[config.mk]
export PLATFORM = sky130hd
export DESIGN_NAME = uart_tx_scheduler
export DESIGN_NICKNAME = d
export VERILOG_FILES = /design/src/rtl/uart_pkg.sv /design/src/rtl/fifo_sincrona.sv /design/src/rtl/uart_tx_scheduler.sv
export SDC_FILE = /design/constraint.sdc
export NUM_CORES = 1
export LEC_CHECK = 0
export CAP_MARGIN = 30
export CORE_MARGIN = 5
export CORE_UTILIZATION = 57
export DETAILED_ROUTE_END_ITERATION = 8
export PLACE_DENSITY = 0.89
export SYNTH_ARGS = -nofsm -noshare
export SYNTH_HDL_FRONTEND = slang
export SYNTH_SLANG_ARGS = --single-unit
[constraint.sdc]
create_clock -name clock -period 3.45 [get_ports clock]
set_input_delay 0.69 -clock clock [delete_from_list [all_inputs] [get_ports clock]]
set_output_delay 0.69 -clock clock [all_outputs]
set_load 0.05 [all_outputs]
[src/rtl/uart_pkg.sv]
// Shared definitions for the UART transmit path: FSM encoding and line-rate constants.
package uart_pkg;

  localparam int unsigned LARGURA_PADRAO  = 16;
  localparam int unsigned CLOKS_POR_BIT   = 5209;
  localparam int unsigned BITS_POR_QUADRO = 18;
  // Roughly twice the time needed to shift one frame out at CLOKS_POR_BIT.
  localparam int unsigned TIMEOUT_PADRAO  = 200000;

  typedef enum logic [2:0] {
    StOcioso,
    StCarrega,
    StDispara,
    StAguardaOcupado,
    StAguardaFim,
    StIntervalo
  } estado_t;

endpackage

[src/rtl/fifo_sincrona.sv]
// Circular-buffer FIFO with an occupancy counter; full/empty derive from the counter.
module fifo_sincrona #(
  parameter int unsigned PROFUNDIDADE = 4,
  parameter int unsigned LARGURA      = 16
) (
  input  logic                              clock,
  input  logic                              reset_n,
  input  logic                              escrita,
  input  logic                              leitura,
  input  logic [LARGURA-1:0]                dado_entrada,
  output logic [LARGURA-1:0]                dado_saida,
  output logic                              cheia,
  output logic                              vazia,
  output logic [$clog2(PROFUNDIDADE):0]     ocupacao
);

  localparam int unsigned PW = $clog2(PROFUNDIDADE);

  logic [LARGURA-1:0] mem_q [PROFUNDIDADE];
  logic [PW-1:0]      wr_ptr_q, rd_ptr_q;
  logic [PW:0]        ocupacao_q;
  logic               wr_ok, rd_ok;

  assign cheia      = (ocupacao_q == (PW+1)'(PROFUNDIDADE));
  assign vazia      = (ocupacao_q == '0);
  assign rd_ok      = leitura && !vazia;
  // A write into a full FIFO is accepted only when the head leaves in the same cycle.
  assign wr_ok      = escrita && (!cheia || rd_ok);
  assign dado_saida = mem_q[rd_ptr_q];
  assign ocupacao   = ocupacao_q;

  always_ff @(posedge clock or negedge reset_n) begin
    if (!reset_n) begin
      wr_ptr_q   <= '0;
      rd_ptr_q   <= '0;
      ocupacao_q <= '0;
    end else begin
      if (wr_ok) wr_ptr_q <= wr_ptr_q + PW'(1);
      if (rd_ok) rd_ptr_q <= rd_ptr_q + PW'(1);
      if (wr_ok && !rd_ok) begin
        ocupacao_q <= ocupacao_q + (PW+1)'(1);
      end else if (rd_ok && !wr_ok) begin
        ocupacao_q <= ocupacao_q - (PW+1)'(1);
      end
    end
  end

  always_ff @(posedge clock) begin
    if (wr_ok) mem_q[wr_ptr_q] <= dado_entrada;
  end

endmodule

[src/rtl/uart_tx_scheduler.sv]
// Feeds buffered words to the UART transmitter one at a time, with start strobe,
// busy/done handshake, timeout abandonment and sticky overflow flag.
module uart_tx_scheduler
  import uart_pkg::*;
#(
  parameter int unsigned PROFUNDIDADE   = 4,
  parameter int unsigned LARGURA        = LARGURA_PADRAO,
  parameter int unsigned TIMEOUT_CICLOS = TIMEOUT_PADRAO
) (
  input  logic                          clock,
  input  logic                          reset_n,
  input  logic [LARGURA-1:0]            palavraEntrada,
  input  logic                          palavraValida,
  output logic                          prontoParaReceber,
  output logic                          haDadosParaTransmitir,
  output logic [LARGURA-1:0]            byteASerTransmitido,
  input  logic                          indicaTransmissao,
  input  logic                          bitsEstaoEnviados,
  output logic [$clog2(PROFUNDIDADE):0] ocupacao,
  output logic                          estouro,
  output logic                          erroTimeout
);

  localparam int unsigned CW = $clog2(TIMEOUT_CICLOS + 1);

  estado_t            estado_q, estado_d;
  logic [CW-1:0]      cnt_q;
  logic               intervalo_q;
  logic               estouro_q;
  logic [LARGURA-1:0] byte_q;
  logic [LARGURA-1:0] cabeca;
  logic               cheia, vazia, pop, expirou, aguardando;

  fifo_sincrona #(
    .PROFUNDIDADE (PROFUNDIDADE),
    .LARGURA      (LARGURA)
  ) u_fifo (
    .clock        (clock),
    .reset_n      (reset_n),
    .escrita      (palavraValida),
    .leitura      (pop),
    .dado_entrada (palavraEntrada),
    .dado_saida   (cabeca),
    .cheia        (cheia),
    .vazia        (vazia),
    .ocupacao     (ocupacao)
  );

  // The in-flight word stays in the FIFO, so a finishing word frees its slot this cycle.
  assign prontoParaReceber   = !cheia || pop;
  assign estouro             = estouro_q;
  assign byteASerTransmitido = byte_q;
  assign aguardando          = (estado_q == StAguardaOcupado) || (estado_q == StAguardaFim);
  assign expirou             = aguardando && (cnt_q == CW'(TIMEOUT_CICLOS - 1));

  always_comb begin
    estado_d              = estado_q;
    pop                   = 1'b0;
    erroTimeout           = 1'b0;
    haDadosParaTransmitir = 1'b0;
    unique case (estado_q)
      StOcioso: if (!vazia) estado_d = StCarrega;
      StCarrega: estado_d = StDispara;
      StDispara: begin
        haDadosParaTransmitir = 1'b1;
        estado_d              = StAguardaOcupado;
      end
      StAguardaOcupado: begin
        if (expirou) begin
          pop         = 1'b1;
          erroTimeout = 1'b1;
          estado_d    = StIntervalo;
        end else if (indicaTransmissao) begin
          estado_d = StAguardaFim;
        end
      end
      StAguardaFim: begin
        // Done wins over a coincident timeout.
        if (bitsEstaoEnviados) begin
          pop      = 1'b1;
          estado_d = StIntervalo;
        end else if (expirou) begin
          pop         = 1'b1;
          erroTimeout = 1'b1;
          estado_d    = StIntervalo;
        end
      end
      StIntervalo: if (intervalo_q) estado_d = StOcioso;
      default: estado_d = StOcioso;
    endcase
  end

  always_ff @(posedge clock or negedge reset_n) begin
    if (!reset_n) begin
      estado_q    <= StOcioso;
      cnt_q       <= '0;
      intervalo_q <= 1'b0;
      estouro_q   <= 1'b0;
      byte_q      <= '0;
    end else begin
      estado_q    <= estado_d;
      intervalo_q <= (estado_q == StIntervalo);
      if (palavraValida && !prontoParaReceber) estouro_q <= 1'b1;
      if (estado_q == StCarrega) begin
        byte_q <= cabeca;
        cnt_q  <= '0;
      end else if (aguardando) begin
        cnt_q <= cnt_q + CW'(1);
      end
    end
  end

endmodule

**Yosys cells after proc, flatten, opt, wreduce, memory -nomap -nowiden**

Memories as Yosys holds them, arrays and structs flattened. A register that Yosys moved wholly into a read port is not among the register bits.
Index checks and enable logic that the tools add are counted.

- Add/sub/neg operators: 5
- Eq/ne operators: 11
- Muxes and demuxes: 19
- Reduce and logical (&&, ||, !) cells: 20

Operator list:

| kind | count |
|---|---|
| two-way mux 18 bit | 2 |
| two-way mux 3 bit | 8 |
| adder 18 x 1 -> 18 bit, second input constant | 1 |
| equality test 18 bit, second input constant | 1 |
| one-hot mux 3 bit (6 select lines) | 1 |
| equality test 3 bit, second input constant | 3 |
| equality test 3 x 2 -> 1 bit, second input constant | 2 |
| logical AND 1 bit | 6 |
| logical NOT 1 bit | 6 |
| logical NOT 3 bit | 2 |
| two-way mux 1 bit | 6 |
| != test 3 bit, second input constant | 2 |
| adder 2 x 1 -> 2 bit, second input constant | 2 |
| != test 2 bit, second input constant | 2 |
| one-hot mux 1 bit (2 select lines) | 2 |
| AND reduction 4 bit | 1 |
| nonzero test 2 bit | 2 |
| adder 3 x 1 -> 3 bit, second input constant | 1 |
| equality test 3 x 1 -> 1 bit, second input constant | 1 |
| logical OR 1 bit | 3 |
| subtractor 3 x 1 -> 3 bit, second input constant | 1 |

- Register bits after elaboration: 30
- RAM bits: 64
- Output and inout port bits: 23
- Word-level logic and storage cells: 63
- Memories kept: 1

Memory list:

| name | words | width | rd ports | clocked after memory_dff | write ports | RTL line | RTL |
|---|---|---|---|---|---|---|---|
| u_fifo.mem_q | 4 | 16 | 1 | 1 | 1 | fifo_sincrona.sv:19 | `logic [LARGURA-1:0] mem_q [PROFUNDIDADE];` |

**Depth between registers and ports, before layout**

Gate-level depths: netlist of run 1.

- Depth in word-level cells: 13
- Gate-level depth with buffers: 11
- Mapped depth without buffers: 10

**By module**

A second synthesis of run 1 with hierarchy kept.

- Cell total of the unflattened synthesis: 309
- Area, all modules: 4833.4 µm²

By module, submodules not included:

| module | times used | cells each | area an instance (µm²) | sequential area each (µm²) |
|---|---|---|---|---|
| fifo_sincrona | 1 | 119 | 2778.9 | 2097.0 |
| uart_tx_scheduler | 1 | 190 | 2054.5 | 975.9 |

**Worst setup path before layout of run 1**

Ideal clock, no wire load.

- Kind: reg2out
- Start point: register estado_q[1]
- End point: output erroTimeout
- Arrival: 2.280 ns
- Data required time: 2.760 ns
- Path slack: 0.480 ns
- Cell stages (with the launch flop): 6
- Cell sequence: dfrtp_1 clkbuf_8 nor3b_1 o21ai_0 clkbuf_1 a211oi_1

- Word-level cells in the longest chain between the ends: 6
- Elaborated cells between the ends (all ways): 7
- Those cells by class: eq/ne: 2; mux: 3; reduce/logical: 2

Ends and longest elaborated chain:

| element | RTL line | RTL |
|---|---|---|
| start, declared | uart_tx_scheduler.sv:26 | `estado_t estado_q, estado_d;` |
| start signal, assigned | uart_tx_scheduler.sv:95 | `estado_q <= StOcioso;` |
| start signal, assigned | uart_tx_scheduler.sv:101 | `estado_q <= estado_d;` |
| equality test 3 x 2 -> 1 bit or equality test 3 bit (tied branches) | uart_tx_scheduler.sv:53, uart_tx_scheduler.sv:61 |  |
| logical OR 1 bit | uart_tx_scheduler.sv:53 | `assign aguardando = (estado_q == StAguardaOcupado) \|\| (estado_q == StAguardaFim);` |
| logical AND 1 bit | uart_tx_scheduler.sv:54 | `assign expirou = aguardando && (cnt_q == CW'(TIMEOUT_CICLOS - 1));` |
| two-way mux 1 bit | uart_tx_scheduler.sv:69, uart_tx_scheduler.sv:82 |  |
| two-way mux 1 bit | uart_tx_scheduler.sv:79 | `if (bitsEstaoEnviados) begin` |
| one-hot mux 1 bit (2 select lines) (*) | uart_tx_scheduler.sv:61 | `unique case (estado_q)` |
| end, declared | uart_tx_scheduler.sv:21 | `output logic erroTimeout` |

Every way passes the cells marked *; elsewhere a longest branch is shown, timed or not.

**Final worst setup path of run 1**

- Start point: register estado_q[2]
- End point: output prontoParaReceber

- Word-level cells in the longest chain between the ends: 7
- Elaborated cells between the ends (all ways): 8
- Those cells by class: eq/ne: 2; mux: 3; reduce/logical: 3

Ends and longest elaborated chain:

| element | RTL line | RTL |
|---|---|---|
| equality test 3 x 2 -> 1 bit or equality test 3 bit (tied branches) | uart_tx_scheduler.sv:53, uart_tx_scheduler.sv:61 |  |
| logical OR 1 bit | uart_tx_scheduler.sv:53 |  |
| logical AND 1 bit | uart_tx_scheduler.sv:54 |  |
| two-way mux 1 bit | uart_tx_scheduler.sv:69, uart_tx_scheduler.sv:82 |  |
| two-way mux 1 bit | uart_tx_scheduler.sv:79 |  |
| one-hot mux 1 bit (2 select lines) (*) | uart_tx_scheduler.sv:61 |  |
| logical OR 1 bit (*) | uart_tx_scheduler.sv:50 | `assign prontoParaReceber = !cheia \|\| pop;` |
| end, declared | uart_tx_scheduler.sv:14 | `output logic prontoParaReceber,` |

Marks and branches as above.

==> summary.txt, run 1 <==
Outcome
  – Outcome: finished, final reports clean

Critical path
  – Setup crit end kind: output port
  – Crit path kind: reg2out
  – RR Startpoint: estado_q[2]
  – Max FO, Critical Path: 14
  – Req. time, crit path: 2.76 ns
  – Worst path max stage delay: 0.59 ns
  – Critical Path Source Type: flip-flop
  – Crit path from: estado_q[2]
  – Slowest CP cell: dfrtp_1
  – Crit path buf inv count: 1
  – CP Data Arrival Time: 2.29 ns
  – Critical-path cell list: or3b_2 -> nand3_1 -> a31oi_1 -> a21oi_1 -> dlymetal6s2s_1
  – Top delay family on crit path: simple AND/OR/NAND/NOR gates

Pwr
  – Register share of total power: 0.437
  – Clk pwr share: 0.169
  – PwrDens: 843.7 mW/mm2
  – Worst VDD drop: 0.6325 mV
  – Int Pwr: 2.809 mW
  – Sw power: 1.768 mW
  – Logic gate share of total power: 0.394
  – Switching portion of total power: 0.3863
  – Leak: 1.956 nW

STA
  – TNS Setup: 0 ns
  – RSZ-0062 raised after global routing: no
  – Least-Margin Pin Slew: 0.7906 ns
  – Min Tclk post-route: 2.983 ns
  – Final period util: 0.8646
  – Clk_skew: 0.01201 ns
  – Final setup fails: 0
  – Slew HR: 0.4729
  – Max Fclk: 335.2 MHz
  – Fin. Hold Viols: 0
  – Final Max Slew Viols: 0

Clock network
  – CTS Buf Count: 9
  – CTS Hold Bufs: 0
  – H-tree levels: 3
  – Skew-Pair Late Insertion Delay: 0.37 ns
  – CTS sink count: 110
  – Reg clk slew, reported paths: 0.12 ns
  – CTS Buffer Depth: 2
  – CTS Root Buffer Type: clkbuf_8
  – CTS tree: done

Synth
  – Synth top area share: 0.4103
  – Mapped Area: 0.004684 mm2
  – Count of yosys warnings during synthesis: 0
  – Post-Synth Simple-Gate Area: 0.1036
  – Most numerous cell in the Yosys netlist: edfxtp_1
  – Post-Syn Instances: 307
  – Post-synthesis mux area share: 0.1231
  – Cell taking the most area after synthesis: edfxtp_1
  – Largest family of logic cells by synthesized area: multiplexers
  – XOR/XNOR share of the synthesized area: 0.03552
  – Synth area leaders: edfxtp_1 (41%), dfrtp_1 (25%), mux4_2 (7.7%)
  – Post-Synth Adder-Cell Area: 0.02030
  – Synth cell count leaders: edfxtp_1 (64), dfrtp_1 (46), nor2_1 (22)
  – Post-synthesis compound-gate area fraction: 0.03873
  – Dominant synthesized flop cell: edfxtp_1
  – Mean Syn Cell Area: 15.26 um2
  – EDFF count, synth: 64
  – Mapped Nets: 335
  – Register area share after synthesis: 0.6560
  – Synth cell types: 47
  – Seq cells post-synth: 110
  – Post-synthesis async set-or-reset flop share: 0.4182

Route
  – Number of remaining DRC errors: 0
  – Drt pass-1 iters: 5
  – Via count: 2658
  – Wire per inst: 18.26 um
  – Initial DRC count: 131
  – Vias per inst: 5.753
  – Drt total wl: 8437 um
  – ANT nets after route: 0

Place
  – Port Buffers: 43
  – GPL Wtd Cong: 0.7892
  – HPWL after detailed placement: 5638 um
  – Dpl cells: 446

Cells and area
  – Fill count: 570
  – Layout Nets: 380
  – Sequential standard cell area: 0.003073 mm2
  – Diode count: 0
  – P&R area growth vs syn: 15.81%
  – Multi-input gate area: 0.001508 mm2
  – Post-route non-filler standard cell count: 462
  – Share of cells above drive strength 1: 0.1933

Die
  – Die ar.: 0.01013 mm2
  – Row cnt: 33
  – Die width: 100.7 um
  – DIE HEIGHT: 100.7 um
  – Top-level I/O count: 44
  – Starting Density: 0.5788
  – Total core area: 0.008093 mm2

Global routing
  – Initial antenna violation count: 0
  – Largest net degree at the start of global routing: 34
  – Overflow after GRT: 0
  – Grt met2 use: 0.3129
  – Vias in the first global route: 2844
  – M3 GR Usage: 0.03045
  – GR peak layer: met2
  – Global-route wire length before repair: 14270 um
  – Met1 Use GR: 0.2410
  – Total global-route track usage: 0.1835

Worst hold path
  – Hold Path Class: in2async

Run
  – Max cap viols: 0
## flip-flops by register name, indices dropped and copies added, names as in the netlist, 2 cells and up
| signal | count |
|---|---|
| u_fifo.mem_q | 64 |
| cnt_q | 18 |
| byteASerTransmitido | 16 |
| estado_q | 3 |
| u_fifo.ocupacao | 3 |
| u_fifo.rd_ptr_q | 2 |
| u_fifo.wr_ptr_q | 2 |
## power groups by stage
stage	Clock, mW	Sequential [mW]	Combinational, mW
2_1_floorplan	0	2.32	0.978
3_3_place_gp	0	2.00	1.77
3_5_place_dp	0	2.03	1.83
4_1_cts	0.787	2.00	1.84
5_1_grt	0.837	2.05	1.94
6_report	0.774	2.00	1.81
## worst paths after layout
check	slack [ns]	depth (start not counted)	to
worst max-delay path	0.47	5	prontoParaReceber
worst min-delay path	0.23	1	byteASerTransmitido[3]
worst max register to register	0.62	10	u_fifo.ocupacao[2]
worst min register to register	0.49	1	estouro
max in group asynchronous	2.71	2	byteASerTransmitido[11]
min in group clock	0.49	1	estouro
## per-stage QoR
stage	worst slack [ns]	hold WS [ns]	util	power, mW	cell area [um2]
after CTS	0.06643	0.2235	0.6701	4.626	5423
final	0.4670	0.2269	0.6704	4.577	5425
after detailed placement	0.4165	0.4658	0.6444	3.859	5215
after global routing	0.3437	0.2328	0.6704	4.824	5425
after floorplan	0.4804	0.3944	-	3.297	4684
after global placement	0.4502	0.4638	0.6419	3.770	5195
## what timing repair did
item,CTS,global route
hold endpoints to repair,0,0
gates resized for setup,0,1
setup endpoints to repair,0,1
setup buffers,0,0
## worst register-to-register path: stages (launching register included)
cell and delay, ns:
dfrtp_1 0.59, or3b_2 0.50, nand3_1 0.10, a31oi_1 0.08
a211oi_4 0.38, ha_1 0.27, inv_1 0.06, fa_1 0.37
xor2_1 0.15, nor2_1 0.12, xor2_1 0.15
## layout make-up
| cell class | instances | area share |
|---|---|---|
| clock buffer | 9 | 0.02283 |
| sequential | 110 | 0.5664 |
| inverter | 10 | 0.006919 |
| tap | 105 | 0.02422 |
| clock inverter | 7 | 0.01545 |
| multi-input combinational | 174 | 0.2779 |
| timing repair buffer | 47 | 0.08625 |
## kinds of logic (layout without fill, tap and decap cells)
group,count (synthesis),count (layout)
xor+xnor,19,19
simple gates,85,85
fa+ha+maj,7,7
mux,35,35
flops,110,110
buf+inv,23,73
compound gates,28,28
## cell usage in the layout (no fill, tap or decap), types with 2 or more instances in the layout
cell type	synthesis	routed
o21bai_1	2	2
buf_4	1	4
clkdlybuf4s50_1	0	40
a21oi_1	8	8
and2_2	4	4
o211ai_1	3	3
a211oi_1	2	2
ha_1	6	6
a31oi_1	2	2
nand4_1	3	3
nor3b_1	2	2
o21ai_0	8	8
nand3_1	8	8
xnor2_1	17	17
nand2_1	15	15
nor3_1	8	8
clkinv_8	0	2
mux2_2	17	17
or3_1	6	6
and4bb_2	2	2
and4_1	2	2
clkbuf_8	1	9
nor2_1	22	21
dfrtp_1	46	46
inv_1	10	10
mux4_2	16	16
xor2_1	2	2
nor2b_1	2	2
inv_8	0	3
edfxtp_1	64	64
## metal layers
metal	vias to the layer above	part of all wire	wire [um]
met5	-	0	0
met4	0	0.014	116
met3	12	0.037	313
met2	58	0.52	4392
met1	1353	0.43	3614
li1	1235	-	-
(Power assumes the default switching activity.)
==> run 2: changes to the inputs <==
--- a/config.mk
+++ b/config.mk
@@ -6,7 +6,7 @@
 export NUM_CORES = 1
 export LEC_CHECK = 0
 export CAP_MARGIN = 30
-export CORE_MARGIN = 5
+export CORE_ASPECT_RATIO = 1.5
 export CORE_UTILIZATION = 57
 export DETAILED_ROUTE_END_ITERATION = 8
 export PLACE_DENSITY = 0.89
==> run 2 against run 1 <==
Net effect: register-to-register slack got worse by 0.04 ns; maximum frequency fell by 9.6%; utilization rose by 1.6 points; final cell count did not move; worst setup slack got worse by 0.32 ns; sequential share of layout area fell by 0.73 points; wire length fell by 1.4%; clock power rose by 30%; total power rose by 5.0%; via count rose by 1.9%; combinational power barely moved.
==> summary.txt, run 2 (synthesized netlist as in run 1, its figures left out) <==
Cells and area
  – P&R area growth vs syn: 17.33% (was 15.81%)
  – Most frequent cells in the layout: edfxtp_1 (64), dfrtp_1 (46), clkdlybuf4s50_1 (42) (was edfxtp_1 (64), dfrtp_1 (46), clkdlybuf4s50_1 (40))
  – Layout Nets: 380 (unchanged)
  – Largest Register: u_fifo.mem_q (unchanged)
  – Commonest non-fill, non-tap cell in the layout: edfxtp_1 (unchanged)
  – Fill count: 524 (was 570)
  – Sequential standard cell area: 0.003073 mm2 (unchanged)
  – Multi-input gate area: 0.001508 mm2 (unchanged)
  – Share of cells above drive strength 1: 0.1821 (was 0.1933)
  – Largest register FFs: 64 (unchanged)
  – Diode count: 0 (unchanged)

Clock network
  – CTS Hold Bufs: 0 (unchanged)
  – CTS sink count: 110 (unchanged)
  – CTS Buffer Depth: 2 (unchanged)
  – Reg clk slew, reported paths: 0.07 ns (was 0.12 ns)
  – CTS Root Buffer Type: clkbuf_16 (was clkbuf_8)
  – H-tree levels: 3 (unchanged)
  – CTS Buf Count: 9 (unchanged)
  – Skew-Pair Late Insertion Delay: 0.34 ns (was 0.37 ns)
  – CTS tree: done (unchanged)
  – Post-cts resize count: 0 (unchanged)
  – Setup Fix Bufs, Post-CTS: 0 (unchanged)

STA
  – Final Max Slew Viols: 0 (unchanged)
  – Fin. Hold Viols: 0 (unchanged)
  – RSZ-0062 raised after global routing: no (unchanged)
  – Slew HR: 0.4623 (was 0.4729)
  – Final period util: 0.9564 (was 0.8646)
  – Final setup fails: 0 (unchanged)
  – Clk_skew: 0.008070 ns (was 0.01201 ns)
  – TNS Setup: 0 ns (unchanged)
  – Least-Margin Pin Slew: 0.8066 ns (was 0.7906 ns)
  – Min Tclk post-route: 3.300 ns (was 2.983 ns)
  – Max Fclk: 303.1 MHz (was 335.2 MHz)

Global routing
  – Overflow after GRT: 0 (unchanged)
  – Largest net degree at the start of global routing: 34 (unchanged)
  – Vias in the first global route: 2863 (was 2844)
  – Initial antenna violation count: 0 (unchanged)
  – Global-route wire length before repair: 14170 um (was 14270 um)
  – Total global-route track usage: 0.2185 (was 0.1835)

Worst hold path
  – Hold Path Class: in2async (unchanged)

Die
  – Row cnt: 40 (was 33)
  – Starting Density: 0.5850 (was 0.5788)
  – Die ar.: 0.008593 mm2 (was 0.01013 mm2)
  – Total core area: 0.008008 mm2 (was 0.008093 mm2)
  – Die width: 76.02 um (was 100.7 um)
  – DIE HEIGHT: 113.0 um (was 100.7 um)
  – Top-level I/O count: 44 (unchanged)

Outcome
  – Outcome: finished, final reports clean (unchanged)

Place
  – GPL Wtd Cong: 0.8206 (was 0.7892)
  – HPWL after detailed placement: 5458 um (was 5638 um)
  – Port Buffers: 43 (unchanged)

Route
  – Initial DRC count: 202 (was 131)
  – ANT nets after route: 0 (unchanged)
  – Drt total wl: 8321 um (was 8437 um)
  – Wire per inst: 18.01 um (was 18.26 um)
  – Drt pass-1 iters: 4 (was 5)
  – Vias per inst: 5.864 (was 5.753)
  – Number of remaining DRC errors: 0 (unchanged)
  – Via count: 2709 (was 2658)

Critical path
  – Max FO, Critical Path: 18 (was 14)
  – Crit path kind: reg2out (unchanged)
  – Setup crit end kind: output port (unchanged)
  – Reg2reg path depth: 10 (unchanged)
  – Critical Path Source Type: flip-flop (unchanged)
  – Req. time, crit path: 2.76 ns (about the same)
  – CP Data Arrival Time: 2.61 ns (was 2.29 ns)

Pwr
  – Leak: 1.979 nW (was 1.956 nW)
  – PwrDens: 874.6 mW/mm2 (was 843.7 mW/mm2)
  – Pwr Total: 4.807 mW (was 4.577 mW)
  – Worst VDD drop: 0.5529 mV (was 0.6325 mV)

Run
  – Max cap viols: 0 (unchanged)
run 2: metal layers:
layer	wire, um	global-route usage
met3	271	0.03710
met2	4674	0.4012
met5	0	0
met4	257	0.1090
met1	3117	0.2449
run 2: through the flow:
step | hold slack (ns) | utilization | area, um2 | cells | setup slack, ns
floorplan | 0.3944 | - | 4684 | 307 | 0.4804
global placement | 0.4748 | 0.6500 | 5205 | 446 | 0.4755
detailed placement | 0.4695 | 0.6500 | 5205 | 446 | 0.4517
CTS | 0.3916 | 0.6864 | 5497 | 462 | 0.1485
global route | 0.4186 | 0.6864 | 5497 | 462 | 0.01911
finish | 0.3621 | 0.6864 | 5497 | 462 | 0.1503
run 2: layout make-up:
| type | instances | area share |
|---|---|---|
| sequential | 110 | 0.5591 |
| multi-input combinational | 174 | 0.2743 |
| timing repair buffer | 47 | 0.08286 |
| clock buffer | 12 | 0.04302 |
| tap | 105 | 0.02390 |
| clock inverter | 4 | 0.01002 |
| inverter | 10 | 0.006829 |
run 2: critical path: stages (launching register included):
cell and delay (ns):
dfrtp_1 0.54, or3b_2 0.53, nand3_1 0.10, a31oi_1 0.08, a21oi_1 0.19, clkdlybuf4s50_1 0.83
run 2: path summary, 6_finish.rpt:
path                              from                  to  slack, ns
max reg2reg                estado_q[0]  u_fifo.ocupacao[2]       0.58
max in group asynchronous      reset_n           cnt_q[17]       2.37
min reg2reg                    estouro             estouro       0.48
max                        estado_q[0]   prontoParaReceber       0.15
min                            reset_n            cnt_q[8]       0.36
min in group clock             estouro             estouro       0.48
run 2: report_power, final:
part,leakage [nW],switching [mW],internal [mW]
Combinational,0.676,1.03,0.763
Clock,0.137,0.442,0.568
Sequential,1.17,0.251,1.75
Total,1.98,1.72,3.08
